`src/rtl/sram_responder.sv`:
```
// sram_responder: CPU bus target driving an external async 8-bit SRAM with registered strobes.
// Latency: o_ack in cycle n+3+WAIT_CYCLES after i_cs is first seen in cycle n (n+1 for bank register).
// Backpressure: the initiator holds i_cs/i_addr/i_dat until o_ack; requests arriving mid-access are ignored.
// Optional bank register compiled in with `define SRAM_RESPONDER_BANK_EN.
module sram_responder #(
   parameter int          WAIT_CYCLES = 1,
   parameter logic [15:0] BANK_ADDR   = 16'hFFFF
) (
   input  logic        i_clk,
   input  logic        i_reset_n,
   input  logic [15:0] i_addr,
   input  logic [7:0]  i_dat,
   output logic [7:0]  o_dat,
   input  logic        i_we,
   input  logic        i_cs,
   output logic        o_ack,
   output logic [17:0] o_sram_addr,
   output logic [7:0]  o_sram_dat,
   output logic        o_sram_dat_oe,
   input  logic [7:0]  i_sram_dat,
   output logic        o_sram_cs_n,
   output logic        o_sram_oe_n,
   output logic        o_sram_we_n
);

   typedef enum logic [1:0] {IDLE, SETUP, ACCESS, ACK} state_t;

   localparam logic [3:0] WAIT_INIT = 4'(WAIT_CYCLES);

   state_t      state_q, state_d;
   logic        we_q, we_d;
   logic [3:0]  cnt_q, cnt_d;
   logic        ack_q, ack_d;
   logic [7:0]  rdat_q, rdat_d;
   logic [17:0] saddr_q, saddr_d;
   logic [7:0]  sdat_q, sdat_d;
   logic        doe_q, doe_d;
   logic        cs_n_q, cs_n_d;
   logic        oe_n_q, oe_n_d;
   logic        we_n_q, we_n_d;

   logic        is_bank;
   logic [17:0] mapped_addr;

`ifdef SRAM_RESPONDER_BANK_EN
   logic [1:0]  bank_q, bank_d;

   // Upper 32K of the CPU space is windowed by the bank register; lower 32K is fixed.
   assign is_bank     = (i_addr == BANK_ADDR);
   assign mapped_addr = i_addr[15] ? {bank_q, i_addr} : {2'b00, i_addr};
`else
   logic        unused_bank_addr;

   // Without banking every CPU address, BANK_ADDR included, is plain SRAM.
   assign is_bank          = 1'b0;
   assign mapped_addr      = {2'b00, i_addr};
   assign unused_bank_addr = ^BANK_ADDR;
`endif

   // Next-state and next-output logic; every SRAM-side output is the register written here.
   always_comb begin
      state_d = state_q;
      we_d    = we_q;
      cnt_d   = cnt_q;
      ack_d   = 1'b0;
      rdat_d  = rdat_q;
      saddr_d = saddr_q;
      sdat_d  = sdat_q;
      doe_d   = doe_q;
      cs_n_d  = cs_n_q;
      oe_n_d  = oe_n_q;
      we_n_d  = we_n_q;
`ifdef SRAM_RESPONDER_BANK_EN
      bank_d  = bank_q;
`endif
      case (state_q)
         IDLE: begin
            cs_n_d = 1'b1;
            oe_n_d = 1'b1;
            we_n_d = 1'b1;
            doe_d  = 1'b0;
            if (i_cs) begin
               we_d = i_we;
               if (is_bank) begin
                  // Register access: no SRAM cycle, straight to ACK.
                  state_d = ACK;
                  ack_d   = 1'b1;
`ifdef SRAM_RESPONDER_BANK_EN
                  if (i_we) bank_d = i_dat[1:0];
                  else      rdat_d = {6'b0, bank_q};
`endif
               end else begin
                  state_d = SETUP;
                  saddr_d = mapped_addr;
                  cs_n_d  = 1'b0;
                  cnt_d   = WAIT_INIT;
                  if (i_we) begin
                     sdat_d = i_dat;
                     doe_d  = 1'b1;
                  end else begin
                     oe_n_d = 1'b0;
                  end
               end
            end
         end
         SETUP: begin
            // Address and data have had a cycle to settle; now pulse we_n for writes.
            state_d = ACCESS;
            if (we_q) we_n_d = 1'b0;
         end
         ACCESS: begin
            if (cnt_q == 4'd0) begin
               state_d = ACK;
               ack_d   = 1'b1;
               we_n_d  = 1'b1;
               oe_n_d  = 1'b1;
               if (!we_q) rdat_d = i_sram_dat;
            end else begin
               cnt_d = cnt_q - 4'd1;
            end
         end
         ACK: begin
            // cs_n, address and write data were held through this cycle for hold time.
            state_d = IDLE;
            cs_n_d  = 1'b1;
            doe_d   = 1'b0;
         end
         default: begin
            state_d = IDLE;
         end
      endcase
   end

   // State and output registers; reset aborts any access without an ack.
   always_ff @(posedge i_clk or negedge i_reset_n) begin
      if (!i_reset_n) begin
         state_q <= IDLE;
         we_q    <= 1'b0;
         cnt_q   <= 4'd0;
         ack_q   <= 1'b0;
         rdat_q  <= 8'h00;
         saddr_q <= 18'h0;
         sdat_q  <= 8'h00;
         doe_q   <= 1'b0;
         cs_n_q  <= 1'b1;
         oe_n_q  <= 1'b1;
         we_n_q  <= 1'b1;
      end else begin
         state_q <= state_d;
         we_q    <= we_d;
         cnt_q   <= cnt_d;
         ack_q   <= ack_d;
         rdat_q  <= rdat_d;
         saddr_q <= saddr_d;
         sdat_q  <= sdat_d;
         doe_q   <= doe_d;
         cs_n_q  <= cs_n_d;
         oe_n_q  <= oe_n_d;
         we_n_q  <= we_n_d;
      end
   end

`ifdef SRAM_RESPONDER_BANK_EN
   // Bank register, cleared by reset.
   always_ff @(posedge i_clk or negedge i_reset_n) begin
      if (!i_reset_n) bank_q <= 2'b00;
      else            bank_q <= bank_d;
   end
`endif

   assign o_ack         = ack_q;
   assign o_dat         = rdat_q;
   assign o_sram_addr   = saddr_q;
   assign o_sram_dat    = sdat_q;
   assign o_sram_dat_oe = doe_q;
   assign o_sram_cs_n   = cs_n_q;
   assign o_sram_oe_n   = oe_n_q;
   assign o_sram_we_n   = we_n_q;

endmodule

```
`config.mk`:
```
export PLATFORM = sky130hd
export DESIGN_NAME = sram_responder
export DESIGN_NICKNAME = d
export VERILOG_FILES = /design/src/rtl/sram_responder.sv
export SDC_FILE = /design/constraint.sdc
export NUM_CORES = 1
export LEC_CHECK = 0
export BUFFER_PORTS_ARGS = -buffer_cell sky130_fd_sc_hd__buf_4
export CORE_MARGIN = 2
export CORE_UTILIZATION = 44
export CTS_BUF_LIST = sky130_fd_sc_hd__clkbuf_4
export DETAILED_ROUTE_END_ITERATION = 16
export HOLD_SLACK_MARGIN = 0.15
export PLACE_DENSITY = 0.78
export REMOVE_ABC_BUFFERS = 1
export SYNTH_ARGS = -nofsm -noshare
export SYNTH_HDL_FRONTEND = slang
export SYNTH_SLANG_ARGS = --single-unit
```
`constraint.sdc`:
```
create_clock -name i_clk -period 2.8 [get_ports i_clk]
set_clock_uncertainty 0.1 [all_clocks]
set_input_delay 0.56 -clock i_clk [delete_from_list [all_inputs] [get_ports i_clk]]
set_output_delay 0.56 -clock i_clk [all_outputs]
set_load 0.01 [all_outputs]
```
==> summary.md <==
| Metric | Value |
|---|---|
| DRT Pass-1 Iters | `4` |
| Top-area cell type share of the netlist area | `54.4%` |
| DRC violations left | `0` |
| Final hold violation count | `0` |
| Setup TNS | `0 ns` |
| Hold path startpoint | `i_dat[7]` |
| Slowest Stage Delay on Critical Path | `0.50 ns` |
| Top post-synthesis cells by count | `41 x dfrtp_1, 33 x mux2_2, 8 x o21ai_0, 6 x inv_1` |
| Fraction of registers with async set/reset | `between 90% and 100%` |
| Pwr dens | `roughly 1100 nW/µm²` |
| Crit. Startpoint | `cnt_q[0]` |
| Worst setup EP type | `flop` |
| Yosys top cell by area | `dfrtp_1` |
| CTS H-Tree Depth | `2` |
| WP data arrival | `~2.4 ns` |
| Worst setup path endpoint | `o_dat[4]` |
| Crit-path cells | `inv_1, ha_1, or3b_1, nor3_4, mux2_2` |
| Worst-case hold slack | `approximately 0.32 ns` |
| 1st-iter DRT viols | `just under 70` |
| Avg WL per Cell | `approximately 14 µm` |
| Worst slew margin | `between 50% and 60%` |
| Vias in the first global route | `between 1000 and 1500` |
| Slew Limit Fails | `0` |
| Seq/Total Area, Yosys | `58.6%` |
| Unrepaired setup endpoints after global routing | `false` |
| Area of the die | `4830 µm²` |
| # IOs | `75` |
| Fin crit share | `between 70% and 80%` |
| Synth Flop Type | `dfrtp_1` |
| Largest net degree at the start of global routing | `45` |
| Core Area | `about 4100 µm²` |
| Tot GR Track Use | `between 15 and 20%` |
| Max frequency | `about 450 MHz` |
| Crit path buf inv count | `1` |
| Synthesized flop and latch total | `44` |
| Post-DP Area | `about 2500 µm²` |
| Max Cap Viol | `0` |
| Fin crit period | `2.22 ns` |
| Final worst setup slack | `roughly 0.58 ns` |
| Syn. warnings | `0` |
| Top-count cell post-synth | `dfrtp_1` |
| Die span in y | `69.5 µm` |
| Mapped Cells | `between 100 and 150` |
| Cell Rows | `23` |
| Worst-path clk slew | `around 0.13 ns` |
| Routed Wire Length | `between 3 and 4 mm` |
| Placer Congestion | `approximately 0.9` |
| CTS Buffer Depth | `2` |
| Die W | `around 69 µm` |
| Inserted Clock Buffers | `5` |
| R2R depth | `5` |
| Status | `finished, final reports clean` |
| Pwr Total | `about 2.8 mW` |
| Avg Inst Size Synth | `13.5 µm²` |
| Synth cell types | `34` |
| FF-to-FF End | `o_dat[4]` |
| Crit-path slowest cell | `or3b_1` |
| Slew @ Worst Pin | `about 0.73 ns` |
| CP Launch Type | `flop` |
| Via count | `about 1400` |
| # setup viols final | `0` |
| Post-route ant nets | `0` |
| Post-Synthesis Cell Area | `approximately 1900 µm²` |
| EDFF count, synth | `0` |
| Hold Path Cell Cnt | `2` |
| Antenna violations before repair | `0` |
| Leakage power | `approximately 1.2 nW` |
| Initial core utilization | `about 47%` |
| Grt total ovfl | `0` |
| # fillers | `~340` |
| Top post-synthesis cells by area | `dfrtp_1 54%, mux2_2 20%, dfstp_2 4.2%` |
| Fin nets | `roughly 260` |
| Crit Path Class | `flop to flop` |
| Worst IR drop on VDD | `0.571 mV` |
| Fin area | `between 2000 and 3000 µm²` |
| N_diodes | `0` |
| Hold WC Path Type | `input port to flop` |
| Root Driver | `clkbuf_4` |
| Post-Place Setup Slack | `a little under 0.6 ns` |
| Top fanout value on the critical path | `8` |
| DPL Wire Length | `slightly below 3 mm` |
| Setup slack, reg-to-reg | `~0.58 ns` |
| Worst skew pair latency | `~0.35 ns` |
| Syn-to-layout area delta | `34.0%` |
| CTS tree | `done` |
| Worst r2r src | `cnt_q[0]` |
| First-pass GRT wire length | `approximately 6.3 mm` |
| Family with the most delay on the worst path | `simple AND/OR/NAND/NOR gates` |
| IO Port Bufs | `72` |
| Ratio of cells with drive above 1 in the final layout | `a little over half` |
| CP required | `a little under 3 ns` |
| Via density | `5.15` |
| WP depth | `5` |
| Clk sinks | `between 40 and 50` |
-- cell families after synthesis --
group / after synthesis / synth area share [%]
compound gates: 17 / 5.77
fa+ha+maj: 5 / 3.32
buf+inv: 12 / 2.92
flops: 44 / 58.6
mux: 33 / 19.7
other cells: 1 / 0.199
simple gates: 28 / 9.55
-- layout make-up --
cell class / instances / area, µm² / share of cell area [%]
Tap cell: 50 / 62.6 / 2.48
Timing Repair Buffer: 73 / 551 / 21.8
Sequential cell: 44 / 1100 / 43.7
Multi-Input combinational cell: 85 / 731 / 28.9
Clock inverter: 2 / 11.3 / 0.446
Clock buffer: 6 / 45.0 / 1.78
Inverter: 6 / 22.5 / 0.891
-- cells in the final DEF, fill, tap and decap left out, drive strengths merged, types with 3 or more instances in the layout --
cell,netlist,routed
nand2,5,5
inv,6,6
o21ai,8,8
dfstp,3,3
nor2,3,3
dfrtp,41,41
buf,4,72
ha,5,5
mux2,33,33
clkbuf,2,6
-- metrics by stage --
| step | std cells | utilization [%] |
|---|---|---|
| finish | 266 | 62.3 |
| global route | 266 | 62.3 |
| CTS | 266 | 62.3 |
| detailed placement | 257 | 60.7 |
| global placement | 257 | 60.7 |
| floorplan | 135 | - |
-- per-layer routing --
| metal | GRT usage (%) | up-vias | routed length, µm |
|---|---|---|---|
| met1 | 20.9 | 658 | 1530 |
| met4 | 6.54 | 0 | 61 |
| li1 | - | 644 | - |
| met5 | 0 | - | 0 |
| met3 | 8.87 | 6 | 439 |
| met2 | 24.5 | 61 | 1730 |
-- how the worst min path moves through the flow --
stage / end / slack, ns
6_report: o_sram_dat[7] / 0.32
5_1_grt: o_sram_addr[0] / 0.29
2_1_floorplan: cnt_q[0] / 0.16
3_3_place_gp: o_sram_cs_n / 0.36
4_1_cts: o_sram_addr[0] / 0.31
3_5_place_dp: o_sram_cs_n / 0.36
-- state kept, by name (all words and copies together) (netlist names) --
name / count
o_sram_we_n: 1
state_q: 2
o_sram_cs_n: 1
o_sram_dat: 8
o_sram_dat_oe: 1
o_sram_addr: 16
we_q: 1
cnt_q: 4
o_dat: 8
o_sram_oe_n: 1
o_ack: 1
-- where the power goes --
part,internal [mW],switching [mW],total [mW]
Combinational,0.731,0.587,1.32
Sequential,0.956,0.186,1.14
Clock,0.105,0.195,0.301
Total,1.79,0.969,2.76
-- timing repair --
action	4_1_cts	5_1_grt
resized for setup	0	0
endpoints found under the hold margin	41	0
buffers inserted	0	0
hold buffers	1	0
No activity file was read; power rests on OpenSTA's default activity.
